### config.mk
export PLATFORM = sky130hd
export DESIGN_NAME = tc_ps_gp_wr_ctl
export DESIGN_NICKNAME = d
export VERILOG_FILES = /design/src/rtl/tc_ps_gp_wr_ctl.sv
export SDC_FILE = /design/constraint.sdc
export NUM_CORES = 1
export LEC_CHECK = 0
export ABC_AREA = 1
export BUFFER_PORTS_ARGS = -buffer_cell sky130_fd_sc_hd__buf_2
export CAP_MARGIN = 20
export CELL_PAD_IN_SITES_DETAIL_PLACEMENT = 1
export CELL_PAD_IN_SITES_GLOBAL_PLACEMENT = 2
export CORE_MARGIN = 8
export CORE_UTILIZATION = 27
export DETAILED_ROUTE_END_ITERATION = 10
export PLACE_DENSITY_LB_ADDON = 0.3
export REMOVE_ABC_BUFFERS = 1
export SYNTH_ARGS = -nofsm -noshare
export SYNTH_HDL_FRONTEND = slang
export SYNTH_SLANG_ARGS = --single-unit
### constraint.sdc
create_clock -name clk -period 2.4 [get_ports clk]
set_input_delay 0.48 -clock clk [delete_from_list [all_inputs] [get_ports clk]]
set_output_delay 0.48 -clock clk [all_outputs]
set_load 0.03 [all_outputs]
### src/rtl/tc_ps_gp_wr_ctl.sv
// rtl/tc_ps_gp_wr_ctl.sv - AXI3 GP0 write slave bridging each W beat to a local register-bus write
module tc_ps_gp_wr_ctl #(
  parameter int WR_GAP    = 0,
  parameter bit CHK_WLAST = 1'b1
) (
  input  logic        clk,
  input  logic        rst,
  output logic [31:0] addr,
  output logic [31:0] data,
  output logic [3:0]  be,
  output logic        wren,
  input  logic [31:0] M_AXI_GP0_0_awaddr,
  input  logic [1:0]  M_AXI_GP0_0_awburst,
  input  logic [11:0] M_AXI_GP0_0_awid,
  input  logic [3:0]  M_AXI_GP0_0_awlen,
  input  logic [2:0]  M_AXI_GP0_0_awsize,
  input  logic [3:0]  M_AXI_GP0_0_awcache,
  input  logic [1:0]  M_AXI_GP0_0_awlock,
  input  logic [2:0]  M_AXI_GP0_0_awprot,
  input  logic [3:0]  M_AXI_GP0_0_awqos,
  input  logic        M_AXI_GP0_0_awvalid,
  output logic        M_AXI_GP0_0_awready,
  input  logic [31:0] M_AXI_GP0_0_wdata,
  input  logic [3:0]  M_AXI_GP0_0_wstrb,
  input  logic [11:0] M_AXI_GP0_0_wid,
  input  logic        M_AXI_GP0_0_wlast,
  input  logic        M_AXI_GP0_0_wvalid,
  output logic        M_AXI_GP0_0_wready,
  output logic [11:0] M_AXI_GP0_0_bid,
  output logic [1:0]  M_AXI_GP0_0_bresp,
  output logic        M_AXI_GP0_0_bvalid,
  input  logic        M_AXI_GP0_0_bready
);

  typedef enum logic [2:0] {
    S_CMPT  = 3'd0,
    S_IDLE  = 3'd1,
    S_DATA  = 3'd2,
    S_WRITE = 3'd3,
    S_RESP  = 3'd4
  } state_t;

  localparam logic [3:0] GAP = 4'(WR_GAP);

  state_t      r_state;
  logic        r_awready;
  logic        r_wready;
  logic        r_bvalid;
  logic [1:0]  r_bresp;
  logic [11:0] r_bid;
  logic [11:0] r_id;
  logic [31:0] r_addr;
  logic [31:0] r_data;
  logic [3:0]  r_be;
  logic        r_wren;
  logic [31:0] r_cur_addr;
  logic [3:0]  r_len;
  logic [1:0]  r_burst;
  logic [3:0]  r_beat;
  logic        r_err;
  logic [3:0]  r_gap;

  logic [31:0] w_mask;
  logic        w_wrap_ok;
  logic [31:0] w_next_addr;
  logic        w_last_beat;
  logic        w_unused;

  // Size, cache/lock/prot/qos and wid carry nothing this bridge can act on.
  assign w_unused = ^{M_AXI_GP0_0_awsize, M_AXI_GP0_0_awcache, M_AXI_GP0_0_awlock,
                      M_AXI_GP0_0_awprot, M_AXI_GP0_0_awqos, M_AXI_GP0_0_wid};

  assign w_last_beat = (r_beat == r_len);
  assign w_mask      = ((32'(r_len) + 32'd1) << 2) - 32'd1;
  assign w_wrap_ok   = (r_len == 4'd1) || (r_len == 4'd3) || (r_len == 4'd7) || (r_len == 4'd15);

  // Illegal WRAP lengths fall back to INCR rather than erroring.
  always_comb begin
    w_next_addr = r_cur_addr + 32'd4;
    if (r_burst == 2'b00) begin
      w_next_addr = r_cur_addr;
    end else if (r_burst == 2'b10 && w_wrap_ok) begin
      w_next_addr = (r_cur_addr & ~w_mask) | ((r_cur_addr + 32'd4) & w_mask);
    end
  end

  always_ff @(posedge clk) begin
    if (rst) begin
      r_state    <= S_CMPT;
      r_awready  <= 1'b0;
      r_wready   <= 1'b0;
      r_bvalid   <= 1'b0;
      r_bresp    <= 2'b00;
      r_bid      <= 12'd0;
      r_id       <= 12'd0;
      r_addr     <= 32'd0;
      r_data     <= 32'd0;
      r_be       <= 4'd0;
      r_wren     <= 1'b0;
      r_cur_addr <= 32'd0;
      r_len      <= 4'd0;
      r_burst    <= 2'b00;
      r_beat     <= 4'd0;
      r_err      <= 1'b0;
      r_gap      <= 4'd0;
    end else begin
      case (r_state)
        S_CMPT: begin
          r_awready <= 1'b1;
          r_state   <= S_IDLE;
        end
        S_IDLE: begin
          if (M_AXI_GP0_0_awvalid) begin
            r_awready  <= 1'b0;
            r_id       <= M_AXI_GP0_0_awid;
            r_cur_addr <= M_AXI_GP0_0_awaddr;
            r_len      <= M_AXI_GP0_0_awlen;
            r_burst    <= M_AXI_GP0_0_awburst;
            r_beat     <= 4'd0;
            r_err      <= 1'b0;
            r_wready   <= 1'b1;
            r_state    <= S_DATA;
          end
        end
        S_DATA: begin
          if (M_AXI_GP0_0_wvalid) begin
            r_wready <= 1'b0;
            r_addr   <= r_cur_addr;
            r_data   <= M_AXI_GP0_0_wdata;
            r_be     <= M_AXI_GP0_0_wstrb;
            r_wren   <= 1'b1;
            if (CHK_WLAST && (M_AXI_GP0_0_wlast != w_last_beat)) begin
              r_err <= 1'b1;
            end
            r_gap   <= GAP;
            r_state <= S_WRITE;
          end
        end
        S_WRITE: begin
          r_wren <= 1'b0;
          if (r_gap != 4'd0) begin
            r_gap <= r_gap - 4'd1;
          end else if (w_last_beat) begin
            r_bvalid <= 1'b1;
            r_bresp  <= r_err ? 2'b10 : 2'b00;
            r_bid    <= r_id;
            r_state  <= S_RESP;
          end else begin
            r_beat     <= r_beat + 4'd1;
            r_cur_addr <= w_next_addr;
            r_wready   <= 1'b1;
            r_state    <= S_DATA;
          end
        end
        S_RESP: begin
          if (M_AXI_GP0_0_bready) begin
            r_bvalid <= 1'b0;
            r_state  <= S_CMPT;
          end
        end
        default: r_state <= S_CMPT;
      endcase
    end
  end

  assign addr                = r_addr;
  assign data                = r_data;
  assign be                  = r_be;
  assign wren                = r_wren;
  assign M_AXI_GP0_0_awready = r_awready;
  assign M_AXI_GP0_0_wready  = r_wready;
  assign M_AXI_GP0_0_bid     = r_bid;
  assign M_AXI_GP0_0_bresp   = r_bresp;
  assign M_AXI_GP0_0_bvalid  = r_bvalid;

endmodule

==> results of run 1 <==
-- cells in the final DEF (no fill, tap or decap), drive strengths merged, types with 12 or more instances in the layout --
cell type    n
clkbuf      18
inv         67
a21oi      102
nand3       88
nand3b      12
dfxtp      147
nand2      278
nor2       179
o21ai       70
xnor2       12
buf        194
-- worst reg2reg max path, cell delays in order (launching register included) --
cell,delay [ns]
sky130_fd_sc_hd__dfxtp_1,0.53
sky130_fd_sc_hd__ha_1,0.27
sky130_fd_sc_hd__inv_1,0.09
sky130_fd_sc_hd__nand2_1,0.08
sky130_fd_sc_hd__nand2_2,0.07
sky130_fd_sc_hd__nor2_4,0.10
sky130_fd_sc_hd__nand3_2,0.11
sky130_fd_sc_hd__nand2_1,0.10
sky130_fd_sc_hd__inv_2,0.06
sky130_fd_sc_hd__nor2_8,0.11
sky130_fd_sc_hd__buf_12,0.21
sky130_fd_sc_hd__nand2_1,0.12
sky130_fd_sc_hd__nor2_1,0.10
sky130_fd_sc_hd__nor2_1,0.05
-- power by group through the flow --
stage | sequential, mW | clock, mW | combinational, mW
6_report | 3.39 | 2.69 | 2.49
5_1_grt | 3.47 | 2.90 | 2.82
4_1_cts | 3.40 | 2.80 | 2.56
3_5_place_dp | 3.45 | 0 | 2.55
3_3_place_gp | 3.44 | 0 | 2.49
2_1_floorplan | 3.56 | 0 | 1.44
-- cell usage after synthesis, drive strengths merged --
cell type  number
conb            1
xor2            5
nand2         278
buf            20
a21oi         102
nor2          179
dfxtp         147
nand3b         12
nor3b           2
o31ai           1
o21ai          70
clkbuf         40
mux2i           1
a211oi          3
o211ai          1
nand4           2
or2             5
nand3          88
xnor2          12
nor3            6
ha              6
inv            61
-- how the worst max path moves through the flow --
stage                     startpoint        to  depth (start not counted)
final                       r_len[0]  register                         13
after global placement      r_len[0]  register                         13
after detailed placement    r_len[0]  register                         13
after global routing        r_len[0]  register                         11
after CTS                   r_len[0]  register                         13
after floorplan           r_state[0]  r_gap[1]                          8
-- metal layers --
metal / share of wire, % / vias to the layer above / global-route usage (%) / wire length (um)
met4: 1.1 / 0 / 4.58 / 258
li1: - / 3648 / - / -
met5: 0 / - / 0 / 0
met2: 52 / 104 / 27.9 / 12200
met1: 43 / 3355 / 17.3 / 10200
met3: 4.0 / 21 / 3.38 / 938
-- layout make-up --
cell class | instances | area (um^2)
multi-input cells | 774 | 3590
clock buffers | 18 | 439
repair buffers | 194 | 1080
clock inverters | 14 | 143
flip-flops and latches | 147 | 2940
well taps | 335 | 419
fillers | 3315 | 17000
inverters | 61 | 231
-- stage by stage --
stage | power [mW] | util (%) | setup slack (ns) | hold slack, ns | instances
after floorplan | 5.00 | - | -1.63 | 0.430 | 982
after global placement | 5.93 | 32.0 | 0.372 | 0.445 | 1511
after detailed placement | 6.00 | 32.0 | 0.311 | 0.446 | 1511
after CTS | 8.75 | 34.2 | 0.294 | 0.272 | 1543
after global routing | 9.20 | 34.2 | 0.0889 | 0.299 | 1543
final | 8.57 | 34.2 | 0.320 | 0.296 | 1543
-- logic make-up after synthesis --
kind of cell | synth area share (%)
buffers and inverters | 7.53
adders and majority gates | 1.06
AOI/OAI and AO/OA | 12.9
other | 0.0531
and+or+nand+nor | 34.5
DFF | 41.7
muxes | 0.142
xor gates and xnor gates | 2.11
==> impl_metrics.prom, run 1 <==
# TYPE chip_impl_metric gauge
chip_impl_metric{name="yosysWarnings",unit=""} 0
chip_impl_metric{name="timing.critical_path.buf_inv",unit=""} 3
chip_impl_metric{name="cts_buffers",unit=""} 17
chip_impl_metric{name="synth_top_cell_area_share",unit="%"} 41.7
chip_impl_metric{name="route.detailed.wl_per_inst",unit="um"} 15.3
chip_impl_info{name="cts-root-buf",value="sky130_fd_sc_hd__clkbuf_16"} 1
chip_impl_metric{name="gp_routability_congestion",unit=""} 0.791
chip_impl_metric{name="p_leak",unit="nW"} 3.81
chip_impl_metric{name="synth_seq_area_share",unit="%"} 41.7
chip_impl_metric{name="netSwitchingFraction",unit="%"} 38.8
chip_impl_info{name="cp_cell_sequence",value="ha_1 -> inv_1 -> nand2_1 -> nand2_2 -> nor2_4 -> nand3_2 -> nand2_1 -> inv_2 -> nor2_8 -> buf_12 -> nand2_1 -> nor2_1 -> nor2_1"} 1
chip_impl_metric{name="timing.final.crit_period",unit="ns"} 2.08
chip_impl_metric{name="drt-pass1-iter-count",unit=""} 4
chip_impl_metric{name="routed_via_density",unit=""} 4.62
chip_impl_info{name="hold_path_class",value="input pin to register"} 1
chip_impl_metric{name="totalNegativeSetupSlack",unit="ns"} 0
chip_impl_metric{name="clock-skew-final",unit="ns"} 0.0131
chip_impl_info{name="worstHoldEndpoint",value="r_id[2]"} 1
chip_impl_metric{name="number_of_standard_cells_after_synthesis",unit=""} 1042
chip_impl_metric{name="fp.dieArea",unit="mm^2"} 0.0316
chip_impl_metric{name="cap_violations",unit=""} 0
chip_impl_metric{name="placement_rows",unit=""} 59
chip_impl_metric{name="ir_worst_vdd",unit="mV"} 0.414
chip_impl_metric{name="post_synth_instance_area",unit="mm^2"} 0.00706
chip_impl_metric{name="first_global_vias",unit=""} 7546
chip_impl_metric{name="dieWidth",unit="um"} 178
chip_impl_metric{name="drc_markers",unit=""} 0
chip_impl_metric{name="pwr_density_cell",unit="mW/mm^2"} 968
chip_impl_metric{name="syn-mean-instance-area",unit="um^2"} 6.78
chip_impl_metric{name="synth_seq_cells",unit=""} 147
chip_impl_metric{name="cts.sink_count",unit=""} 147
chip_impl_info{name="synth.area.top_cells",value="sky130_fd_sc_hd__dfxtp_1, sky130_fd_sc_hd__nand2_1, sky130_fd_sc_hd__nor2_1"} 1
chip_impl_metric{name="worst-endpoint-required",unit="ns"} 2.72
chip_impl_metric{name="worst_path_largest_cell_delay",unit="ns"} 0.53
chip_impl_metric{name="antenna_cells_inserted",unit=""} 0
chip_impl_metric{name="sequentialPowerShare",unit="%"} 39.6
chip_impl_metric{name="r2r_cells",unit=""} 13
chip_impl_info{name="crit_type",value="register to register"} 1
chip_impl_info{name="worst_path_max_delay_cell",value="sky130_fd_sc_hd__dfxtp_1"} 1
chip_impl_metric{name="final-hold-violation-count",unit=""} 0
chip_impl_metric{name="worstMarginPinSlew",unit="ns"} 0.531
chip_impl_metric{name="drive_above_1_share",unit="%"} 21.2
chip_impl_metric{name="worst-path-max-fanout",unit=""} 50
chip_impl_metric{name="num-nets-final",unit=""} 1321
chip_impl_metric{name="clk_latency",unit="ns"} 0.43
chip_impl_metric{name="htreeDepth",unit=""} 4
chip_impl_metric{name="power.switching",unit="mW"} 3.32
chip_impl_metric{name="achievable_frequency",unit="GHz"} 0.481
chip_impl_info{name="r2r_start",value="r_len[0]"} 1
chip_impl_info{name="worstSetupEndpointType",value="register"} 1
chip_impl_metric{name="post_cts_resized",unit=""} 0
chip_impl_info{name="cts_tree",value="done"} 1
chip_impl_metric{name="detailed_place.area",unit="mm^2"} 0.00827
chip_impl_metric{name="clkTransAtPathRegs",unit="ns"} 0.07
chip_impl_metric{name="yosys.cell_types.count",unit=""} 38
chip_impl_metric{name="dp_hpwl",unit="um"} 16900
chip_impl_info{name="critPathLaunchType",value="register"} 1
chip_impl_metric{name="vias_after_detailed_routing",unit=""} 7128
chip_impl_metric{name="floorplan.core_area",unit="mm^2"} 0.0258
chip_impl_info{name="result_of_the_run",value="complete, no violations"} 1
chip_impl_info{name="path_delay_family",value="simple AND/OR/NAND/NOR gates"} 1
chip_impl_metric{name="postCtsSetupBuffers",unit=""} 0
chip_impl_info{name="rsz_0062_raised_after_global_routing",value="no"} 1
chip_impl_metric{name="final-setup-viol-count",unit=""} 0
chip_impl_metric{name="cts-root-to-sink-buffers",unit=""} 2
chip_impl_metric{name="gr-total-overflow",unit=""} 0
chip_impl_metric{name="min_path_cells",unit=""} 3
chip_impl_info{name="min-delay-start",value="M_AXI_GP0_0_awid[2]"} 1
chip_impl_metric{name="port_buffers",unit=""} 176
chip_impl_metric{name="crit_arrival",unit="ns"} 2.40
chip_impl_metric{name="finalMaxSlewViolations",unit=""} 0
chip_impl_metric{name="layout.cell_area.non_filler",unit="mm^2"} 0.00885
chip_impl_metric{name="floorplan.die.height",unit="um"} 178
chip_impl_metric{name="slew-limit-headroom",unit="%"} 64.6
chip_impl_metric{name="power.share.clock",unit="%"} 31.4
chip_impl_metric{name="final_antenna_net_count",unit=""} 0
chip_impl_metric{name="ios",unit=""} 206
chip_impl_metric{name="initialDrtViolationCount",unit=""} 221
chip_impl_metric{name="layout_worst_path_cycle_share",unit="%"} 86.7
chip_impl_metric{name="p_int",unit="mW"} 5.24
chip_impl_metric{name="antenna_violations_before_repair",unit=""} 0
chip_impl_metric{name="wire_length_of_the_first_global_routing_pass",unit="um"} 38800
chip_impl_metric{name="area_growth",unit="%"} 25.3
chip_impl_metric{name="cts-hold-fix-buffers",unit=""} 0
chip_impl_metric{name="share_comb_of_total_power",unit="%"} 29.1
chip_impl_metric{name="wirelength",unit="um"} 23700
chip_impl_info{name="netlist.top_cell.by_area",value="sky130_fd_sc_hd__dfxtp_1"} 1
chip_impl_metric{name="floorplan.initialDensity",unit="%"} 27.3
chip_impl_metric{name="track_usage",unit="%"} 15.2
chip_impl_metric{name="pin_count_of_the_biggest_net_entering_global_routing",unit=""} 80
chip_impl_metric{name="worst-r2r-setup-slack",unit="ns"} 0.32
chip_impl_info{name="crit_path_frequent_cell",value="sky130_fd_sc_hd__nand2_1"} 1
(Power assumes the default switching activity.)
==> inputs of run 2 (changes only) <==
--- a/config.mk
+++ b/config.mk
@@ -5,13 +5,13 @@
 export SDC_FILE = /design/constraint.sdc
 export NUM_CORES = 1
 export LEC_CHECK = 0
-export ABC_AREA = 1
 export BUFFER_PORTS_ARGS = -buffer_cell sky130_fd_sc_hd__buf_2
 export CAP_MARGIN = 20
 export CELL_PAD_IN_SITES_DETAIL_PLACEMENT = 1
 export CELL_PAD_IN_SITES_GLOBAL_PLACEMENT = 2
+export CORE_ASPECT_RATIO = 0.7
 export CORE_MARGIN = 8
-export CORE_UTILIZATION = 27
+export CORE_UTILIZATION = 28
 export DETAILED_ROUTE_END_ITERATION = 10
 export PLACE_DENSITY_LB_ADDON = 0.3
 export REMOVE_ABC_BUFFERS = 1
==> run 2 against run 1 <==
  * Clock skew is 0.0044 ns lower
  * Count of clock-buffer cells in the layout rose by 2
  * Synthesized area shrank 7.0%
  * Sequential share of layout area up 1.1 points
  * Non-clock buffer count up 21
  * Combinational power decreased by 46%
  * Register-to-register slack worse by 0.16 ns
  * Critical path depth is 4 lower
  * Via count fell by 11%
  * Largest power group is now the clock network
  * Highest routed layer is now met5
==> impl_metrics.prom, run 2 <==
# TYPE chip_impl_metric gauge
chip_impl_info{name="result_of_the_run",value="complete, no violations"} 1
chip_impl_metric{name="antenna_cells_inserted",unit=""} 0
chip_impl_metric{name="fp.dieArea",unit="mm^2"} 0.0287
chip_impl_metric{name="power.switching",unit="mW"} 2.13
chip_impl_metric{name="synth_simple_gate_area_share",unit="%"} 24.5
chip_impl_metric{name="timing.critical_path.buf_inv",unit=""} 2
chip_impl_metric{name="first_global_vias",unit=""} 6437
chip_impl_info{name="synth.cells.most_frequent",value="sky130_fd_sc_hd__nand2_1, sky130_fd_sc_hd__dfxtp_1, sky130_fd_sc_hd__a21oi_1"} 1
chip_impl_metric{name="num-nets-final",unit=""} 1124
chip_impl_metric{name="antenna_violations_before_repair",unit=""} 1
chip_impl_metric{name="met2_usage",unit="%"} 22.1
chip_impl_metric{name="port_buffers",unit=""} 176
chip_impl_metric{name="ir_worst_vdd",unit="mV"} 0.518
chip_impl_metric{name="yosys.cell_types.count",unit=""} 67
chip_impl_metric{name="groute.layer.met3.usage",unit="%"} 6.72
chip_impl_metric{name="synth_edf_count",unit=""} 0
chip_impl_metric{name="netSwitchingFraction",unit="%"} 30.1
chip_impl_info{name="min-delay-start",value="M_AXI_GP0_0_wdata[5]"} 1
chip_impl_metric{name="drc_markers",unit=""} 0
chip_impl_metric{name="initialDrtViolationCount",unit=""} 262
chip_impl_metric{name="syn-mean-instance-area",unit="um^2"} 7.94
chip_impl_metric{name="post_synth_instance_area",unit="mm^2"} 0.00657
chip_impl_info{name="rsz_0062_raised_after_global_routing",value="no"} 1
chip_impl_metric{name="cts-hold-fix-buffers",unit=""} 0
chip_impl_info{name="critPathLaunchType",value="register"} 1
chip_impl_metric{name="sequentialPowerShare",unit="%"} 39.8
chip_impl_info{name="ys_dominant_reg_cell",value="sky130_fd_sc_hd__dfxtp_1"} 1
chip_impl_metric{name="pwr_total",unit="mW"} 7.06
chip_impl_metric{name="floorplan.core_area",unit="mm^2"} 0.0233
chip_impl_info{name="synth_top_family_by_area",value="simple AND/OR/NAND/NOR gates"} 1
chip_impl_metric{name="yosysWarnings",unit=""} 0
chip_impl_info{name="netlist.top_cell.by_area",value="sky130_fd_sc_hd__dfxtp_1"} 1
chip_impl_metric{name="vias_after_detailed_routing",unit=""} 6309
chip_impl_info{name="cp_cell_sequence",value="inv_1 -> ha_1 -> or3b_1 -> o21a_1 -> a21oi_4 -> o21ai_2 -> buf_4 -> a221oi_1 -> nor3_1"} 1
chip_impl_metric{name="pin_count_of_the_biggest_net_entering_global_routing",unit=""} 72
chip_impl_metric{name="groute.layer.met1.usage",unit="%"} 20.3
chip_impl_info{name="crit_type",value="register to register"} 1
chip_impl_metric{name="synth_seq_area_share",unit="%"} 44.8
chip_impl_metric{name="gr-total-overflow",unit=""} 0
chip_impl_metric{name="wirelength",unit="um"} 21900
chip_impl_metric{name="instances_no_fill",unit=""} 1329
chip_impl_info{name="worst_path_max_delay_cell",value="sky130_fd_sc_hd__or3b_1"} 1
chip_impl_metric{name="synth-adder-area-share",unit="%"} 1.14
chip_impl_metric{name="worst_path_largest_cell_delay",unit="ns"} 0.36
chip_impl_metric{name="placement_rows",unit=""} 47
chip_impl_metric{name="cts_buffers",unit=""} 17
chip_impl_info{name="hold_path_class",value="input pin to register"} 1
chip_impl_metric{name="clkTransAtPathRegs",unit="ns"} 0.07
chip_impl_metric{name="worst-path-max-fanout",unit=""} 23
chip_impl_metric{name="drt-pass1-iter-count",unit=""} 4
chip_impl_metric{name="min_path_cells",unit=""} 3
chip_impl_metric{name="ios",unit=""} 206
chip_impl_info{name="cts_tree",value="done"} 1
chip_impl_metric{name="final-setup-viol-count",unit=""} 0
chip_impl_metric{name="finalMaxSlewViolations",unit=""} 0
chip_impl_metric{name="wire_length_of_the_first_global_routing_pass",unit="um"} 34800
chip_impl_metric{name="area_growth",unit="%"} 30.6
chip_impl_metric{name="pwr_density_cell",unit="mW/mm^2"} 823
chip_impl_metric{name="route.detailed.wl_per_inst",unit="um"} 16.5
chip_impl_metric{name="floorplan.die.height",unit="um"} 144
chip_impl_metric{name="floorplan.initialDensity",unit="%"} 28.1
chip_impl_metric{name="dp_hpwl",unit="um"} 15500
chip_impl_metric{name="cts-root-to-sink-buffers",unit=""} 2
chip_impl_info{name="final_cell_mix",value="sky130_fd_sc_hd__nand2_1, sky130_fd_sc_hd__buf_2, sky130_fd_sc_hd__dfxtp_1, sky130_fd_sc_hd__a21oi_1, sky130_fd_sc_hd__nor2_1"} 1
chip_impl_metric{name="synth-async-reset-ratio",unit="%"} 0
chip_impl_info{name="worstSetupEndpointType",value="register"} 1
chip_impl_metric{name="share_comb_of_total_power",unit="%"} 19.1
chip_impl_metric{name="synth_compound_area_share",unit="%"} 19.4
chip_impl_metric{name="dieWidth",unit="um"} 199
chip_impl_info{name="r2r_start",value="r_gap[0]"} 1
chip_impl_info{name="synth.area.top_cells",value="sky130_fd_sc_hd__dfxtp_1, sky130_fd_sc_hd__nand2_1, sky130_fd_sc_hd__a21oi_1"} 1
chip_impl_metric{name="clk_latency",unit="ns"} 0.43
chip_impl_metric{name="synth_seq_cells",unit=""} 147
chip_impl_metric{name="power.share.clock",unit="%"} 41.1
chip_impl_metric{name="worst-endpoint-required",unit="ns"} 2.71
chip_impl_info{name="cts-root-buf",value="sky130_fd_sc_hd__clkbuf_16"} 1
chip_impl_metric{name="synth.mux.area_fraction",unit="%"} 2.59
chip_impl_metric{name="drive_above_1_share",unit="%"} 26.4
chip_impl_metric{name="layout_worst_path_cycle_share",unit="%"} 93.3
chip_impl_metric{name="track_usage",unit="%"} 15.3
chip_impl_metric{name="synth_top_cell_area_share",unit="%"} 44.8
chip_impl_metric{name="crit_arrival",unit="ns"} 2.55
chip_impl_metric{name="worst-r2r-setup-slack",unit="ns"} 0.16
chip_impl_info{name="path_delay_family",value="compound AO/OA/AOI/OAI gates"} 1
chip_impl_info{name="grt-busiest-layer",value="met2"} 1
chip_impl_metric{name="routed_via_density",unit=""} 4.75
chip_impl_metric{name="fillerInstances",unit=""} 2838
chip_impl_info{name="worstHoldEndpoint",value="data[5]"} 1
chip_impl_metric{name="gp_routability_congestion",unit=""} 0.736
chip_impl_metric{name="worst-path-stages",unit=""} 9
chip_impl_metric{name="number_of_standard_cells_after_synthesis",unit=""} 827
chip_impl_metric{name="cts.sink_count",unit=""} 147
chip_impl_metric{name="htreeDepth",unit=""} 4
chip_impl_metric{name="p_leak",unit="nW"} 3.45
chip_impl_metric{name="r2r_cells",unit=""} 9
chip_impl_metric{name="synth-xor-area-share",unit="%"} 2.67
chip_impl_metric{name="cap_violations",unit=""} 0
chip_impl_info{name="post-synth-top-count-cell",value="sky130_fd_sc_hd__nand2_1"} 1
chip_impl_metric{name="p_int",unit="mW"} 4.93
chip_impl_metric{name="timing.final.crit_period",unit="ns"} 2.24
chip_impl_metric{name="dp_cells",unit=""} 1294
chip_impl_metric{name="final-hold-violation-count",unit=""} 0
chip_impl_info{name="layout_commonest_cell",value="sky130_fd_sc_hd__nand2_1"} 1
chip_impl_metric{name="achievable_frequency",unit="GHz"} 0.447
chip_impl_metric{name="clock-skew-final",unit="ns"} 0.00866
chip_impl_metric{name="final_antenna_net_count",unit=""} 0
-- run 2: cell count changes in the layout (fill, tap and decap cells not counted), sizes merged, moves of 10 or more --
cell / before / now
inv: 67 / 11
nor2: 179 / 53
mux2i: 1 / 17
nor3: 6 / 20
xor2: 5 / 15
nand3b: 12 / 1
a221oi: 0 / 11
buf: 194 / 215
a21oi: 102 / 113
nand2: 278 / 216
nand3: 88 / 14
o21ai: 70 / 28
-- run 2: per-layer routing --
layer  wire length [um]  up-vias
li1                   -     3190
met1              10800     2985
met5                 13        -
met2               9120      115
met4                210        2
met3               1780       17
-- run 2: worst max path at each step --
stage | startpoint | slack [ns] | to
detailed placement | r_len[1] | 0.09 | register
global route | r_gap[0] | 0.02 | register
CTS | r_len[1] | 0.07 | register
finish | r_gap[0] | 0.16 | register
floorplan | r_state[0] | -2.35 | addr[0]
global placement | r_len[1] | 0.12 | register
-- run 2: cell families after synthesis --
kind of cell,Yosys count
simple gates,357
compound gates,205
mux,17
other cells,1
flops,147
xor+xnor,20
buf+inv,74
fa+ha+maj,6
-- run 2: worst register-to-register path: stages (launching register included) --
cell and delay [ns]:
sky130_fd_sc_hd__dfxtp_1 0.33, sky130_fd_sc_hd__inv_1 0.10, sky130_fd_sc_hd__ha_1 0.14, sky130_fd_sc_hd__or3b_1 0.36, sky130_fd_sc_hd__o21a_1 0.29, sky130_fd_sc_hd__a21oi_4 0.25
sky130_fd_sc_hd__o21ai_2 0.08, sky130_fd_sc_hd__buf_4 0.23, sky130_fd_sc_hd__a221oi_1 0.25, sky130_fd_sc_hd__nor3_1 0.08
-- run 2: cell type report --
type | count | area [um^2] | share of cell area (%)
clock buffer | 20 | 457 | 5.33
clock inverter | 12 | 180 | 2.10
inverter | 11 | 41.3 | 0.481
multi-input combinational | 606 | 3320 | 38.7
sequential | 147 | 2950 | 34.3
tap | 318 | 398 | 4.64
timing repair buffer | 215 | 1240 | 14.4
-- run 2: what timing repair did --
action | CTS | global route
resized for setup | 0 | 3
setup buffers | 0 | 3
hold endpoints to repair | 0 | 0
setup endpoints to repair | 0 | 16
-- run 2: through the flow --
stage               hold slack [ns]  setup TNS (ns)  cell area [um^2]  util [%]  worst slack [ns]
floorplan                     0.426         -170.89              6290         -             -2.35
finish                        0.281               0              8580      36.7             0.161
global placement              0.439               0              7910      33.9             0.116
detailed placement            0.444               0              7910      33.9            0.0925
CTS                           0.257               0              8550      36.6            0.0728
global route                  0.262               0              8580      36.7            0.0233
-- run 2: power by group through the flow --
stage / clock, mW / sequential [mW] / combinational, mW
finish: 2.90 / 2.81 / 1.35
floorplan: 0 / 2.95 / 0.680
global route: 3.11 / 2.84 / 1.50
global placement: 0 / 2.85 / 1.34
CTS: 2.99 / 2.80 / 1.36
detailed placement: 0 / 2.86 / 1.36
==> inputs of run 3 (changes only) <==
--- a/config.mk
+++ b/config.mk
@@ -10,10 +10,10 @@
 export CELL_PAD_IN_SITES_DETAIL_PLACEMENT = 1
 export CELL_PAD_IN_SITES_GLOBAL_PLACEMENT = 2
 export CORE_ASPECT_RATIO = 0.7
-export CORE_MARGIN = 8
+export CORE_MARGIN = 2
 export CORE_UTILIZATION = 28
 export DETAILED_ROUTE_END_ITERATION = 10
-export PLACE_DENSITY_LB_ADDON = 0.3
+export PLACE_DENSITY_LB_ADDON = 0.12
 export REMOVE_ABC_BUFFERS = 1
 export SYNTH_ARGS = -nofsm -noshare
 export SYNTH_HDL_FRONTEND = slang
==> run 3 against run 2 <==
  * First-iteration DRC count shrank 25%
  * Routed wire length fell by 5.2%
  * Largest cell class unchanged
  * Sequential power about the same
  * Final cell count unchanged
  * Fmax increased by 2.4%
  * Worst hold slack worse by 0.0033 ns
  * Sequential cell count unchanged
  * Register-to-register slack better by 0.05 ns
  * Power is 3.1% higher
  * Clock skew about the same
  * Via count about the same
  * Combinational power barely moved
  * Critical path type unchanged
==> impl_metrics.prom, run 3 (synthesized netlist as in run 2, its figures left out) <==
# TYPE chip_impl_metric gauge
chip_impl_info{name="result_of_the_run",value="complete, no violations"} 1
chip_impl_metric{name="postLayoutSetupSlackWorst",unit="ns"} 0.214
chip_impl_metric{name="worst-path-stages",unit=""} 9
chip_impl_info{name="cts_tree",value="done"} 1
chip_impl_metric{name="p_leak",unit="nW"} 3.51
chip_impl_metric{name="track_usage",unit="%"} 17.0
chip_impl_metric{name="floorplan.die.height",unit="um"} 132
chip_impl_metric{name="dieWidth",unit="um"} 187
chip_impl_metric{name="achievable_frequency",unit="GHz"} 0.457
chip_impl_metric{name="hold_slack",unit="ns"} 0.278
chip_impl_metric{name="ios",unit=""} 206
chip_impl_metric{name="first_global_vias",unit=""} 6348
chip_impl_metric{name="dp_cells",unit=""} 1294
chip_impl_metric{name="min_path_cells",unit=""} 3
chip_impl_metric{name="gr-total-overflow",unit=""} 0
chip_impl_metric{name="worst_path_largest_cell_delay",unit="ns"} 0.41
chip_impl_info{name="worstSetupEndpointType",value="register"} 1
chip_impl_metric{name="num-nets-final",unit=""} 1128
chip_impl_metric{name="cts-hold-fix-buffers",unit=""} 0
chip_impl_metric{name="layout.core_utilization",unit="%"} 37.9
chip_impl_metric{name="instances_no_fill",unit=""} 1329
chip_impl_metric{name="r2r_cells",unit=""} 9
chip_impl_info{name="final_cell_mix",value="sky130_fd_sc_hd__nand2_1, sky130_fd_sc_hd__buf_2, sky130_fd_sc_hd__dfxtp_1, sky130_fd_sc_hd__a21oi_1, sky130_fd_sc_hd__nor2_1"} 1
chip_impl_metric{name="floorplan.initialDensity",unit="%"} 28.7
chip_impl_metric{name="gp_routability_congestion",unit=""} 0.736
chip_impl_metric{name="pwr_total",unit="mW"} 7.28
chip_impl_metric{name="drive_above_1_share",unit="%"} 26.4
chip_impl_metric{name="met2_usage",unit="%"} 24.2
chip_impl_metric{name="drt-pass1-iter-count",unit=""} 4
chip_impl_info{name="cts-root-buf",value="sky130_fd_sc_hd__clkbuf_16"} 1
chip_impl_metric{name="timing.final.crit_period",unit="ns"} 2.19
chip_impl_metric{name="final_antenna_net_count",unit=""} 0
chip_impl_metric{name="ir_worst_vdd",unit="mV"} 0.466
chip_impl_metric{name="clk_latency",unit="ns"} 0.43
chip_impl_metric{name="fp.dieArea",unit="mm^2"} 0.0247
chip_impl_metric{name="final-setup-viol-count",unit=""} 0
chip_impl_metric{name="vias_after_detailed_routing",unit=""} 6312
chip_impl_metric{name="wire_length_of_the_first_global_routing_pass",unit="um"} 34000
chip_impl_metric{name="crit_arrival",unit="ns"} 2.55
chip_impl_info{name="grt-busiest-layer",value="met1"} 1
chip_impl_info{name="worst_path_max_delay_cell",value="sky130_fd_sc_hd__dfxtp_1"} 1
chip_impl_metric{name="placement_rows",unit=""} 46
chip_impl_metric{name="floorplan.core_area",unit="mm^2"} 0.0228
chip_impl_info{name="rsz_0062_raised_after_global_routing",value="no"} 1
chip_impl_metric{name="port_buffers",unit=""} 176
chip_impl_metric{name="pin_count_of_the_biggest_net_entering_global_routing",unit=""} 72
chip_impl_info{name="crit_type",value="register to register"} 1
chip_impl_metric{name="layout_worst_path_cycle_share",unit="%"} 91.1
chip_impl_metric{name="route.detailed.wl_per_inst",unit="um"} 15.7
chip_impl_metric{name="worst-endpoint-required",unit="ns"} 2.77
chip_impl_metric{name="clkTransAtPathRegs",unit="ns"} 0.06
chip_impl_metric{name="final-hold-violation-count",unit=""} 0
chip_impl_metric{name="cts.sink_count",unit=""} 147
chip_impl_info{name="critPathLaunchType",value="register"} 1
chip_impl_metric{name="cts-root-to-sink-buffers",unit=""} 2
chip_impl_metric{name="worst-path-max-fanout",unit=""} 21
chip_impl_metric{name="initialDrtViolationCount",unit=""} 197
chip_impl_info{name="path_delay_family",value="compound AO/OA/AOI/OAI gates"} 1
chip_impl_metric{name="pwr_density_cell",unit="mW/mm^2"} 840
chip_impl_metric{name="antenna_violations_before_repair",unit=""} 3
chip_impl_metric{name="slew-limit-headroom",unit="%"} 37.2
chip_impl_metric{name="wirelength",unit="um"} 20800
chip_impl_metric{name="groute.layer.met1.usage",unit="%"} 24.2
chip_impl_metric{name="drc_markers",unit=""} 0
chip_impl_metric{name="area_growth",unit="%"} 31.8
chip_impl_metric{name="worstMarginPinSlew",unit="ns"} 0.942
chip_impl_metric{name="clock-skew-final",unit="ns"} 0.00842
chip_impl_metric{name="cts_buffers",unit=""} 17
chip_impl_metric{name="dp_hpwl",unit="um"} 14300
chip_impl_metric{name="routed_via_density",unit=""} 4.75
chip_impl_metric{name="timing.critical_path.buf_inv",unit=""} 2
chip_impl_info{name="cp_cell_sequence",value="ha_2 -> and3b_1 -> o2111a_1 -> buf_4 -> o21ai_1 -> buf_12 -> o41ai_1 -> a22oi_1 -> nor2_1"} 1
chip_impl_metric{name="detailedPlace.worstSlack",unit="ns"} -0.0857
chip_impl_metric{name="cap_violations",unit=""} 0
chip_impl_metric{name="groute.layer.met3.usage",unit="%"} 6.18
chip_impl_metric{name="finalMaxSlewViolations",unit=""} 0
chip_impl_info{name="hold_path_class",value="input pin to register"} 1
chip_impl_metric{name="htreeDepth",unit=""} 4
chip_impl_info{name="layout_commonest_cell",value="sky130_fd_sc_hd__nand2_1"} 1
[run 3: final timing paths]
kind              slack [ns]       end             startpoint
setup reg to reg        0.21  register               r_len[0]
setup / recovery        0.21  register               r_len[0]
hold / removal          0.28  data[17]  M_AXI_GP0_0_wdata[17]
hold reg to reg         0.45   data[0]                data[0]
[run 3: per-layer routing]
| layer | wire length (um) | vias up |
|---|---|---|
| met5 | 7 | - |
| met4 | 162 | 2 |
| met3 | 1400 | 15 |
| met2 | 8500 | 130 |
| met1 | 10700 | 2969 |
| li1 | - | 3196 |
[run 3: report_power, final]
part / total [mW] / leakage (nW) / switching (mW) / internal [mW]
logic: 1.37 / 1.99 / 0.847 / 0.519
registers: 2.79 / 1.19 / 0.166 / 2.63
clock network: 3.12 / 0.331 / 1.08 / 2.03
total: 7.28 / 3.51 / 2.10 / 5.18
[run 3: cell type report]
| cell class | count | area [um^2] |
|---|---|---|
| Sequential cell | 147 | 2940 |
| Tap cell | 312 | 390 |
| Timing Repair Buffer | 219 | 1270 |
| Inverter | 11 | 41.3 |
| Clock buffer | 23 | 478 |
| Antenna cell | 2 | 5.00 |
| Clock inverter | 9 | 199 |
| Multi-Input combinational cell | 606 | 3330 |
| Fill cell | 2790 | 14200 |
[run 3: worst min-delay path, delay by kind of cell]
kind,cells,cell delay (ns)
AOI/OAI and AO/OA,1,0.05
buffers and inverters,1,0.09
and+or+nand+nor,1,0.04
[run 3: timing repair]
action                                  in CTS  in global routing
resized for setup                            1                  2
buffers inserted                             0                  1
pin swaps                                    0                  1
cloned                                       0                  0
endpoints found under the setup margin      20                  5
[run 3: metrics by stage]
step                      setup TNS [ns]  cell area, um^2
after floorplan                  -170.89             6290
after global placement           -0.0850             7950
after detailed placement          -0.728             7950
after CTS                              0             8640
after global routing                   0             8650
final                                  0             8660
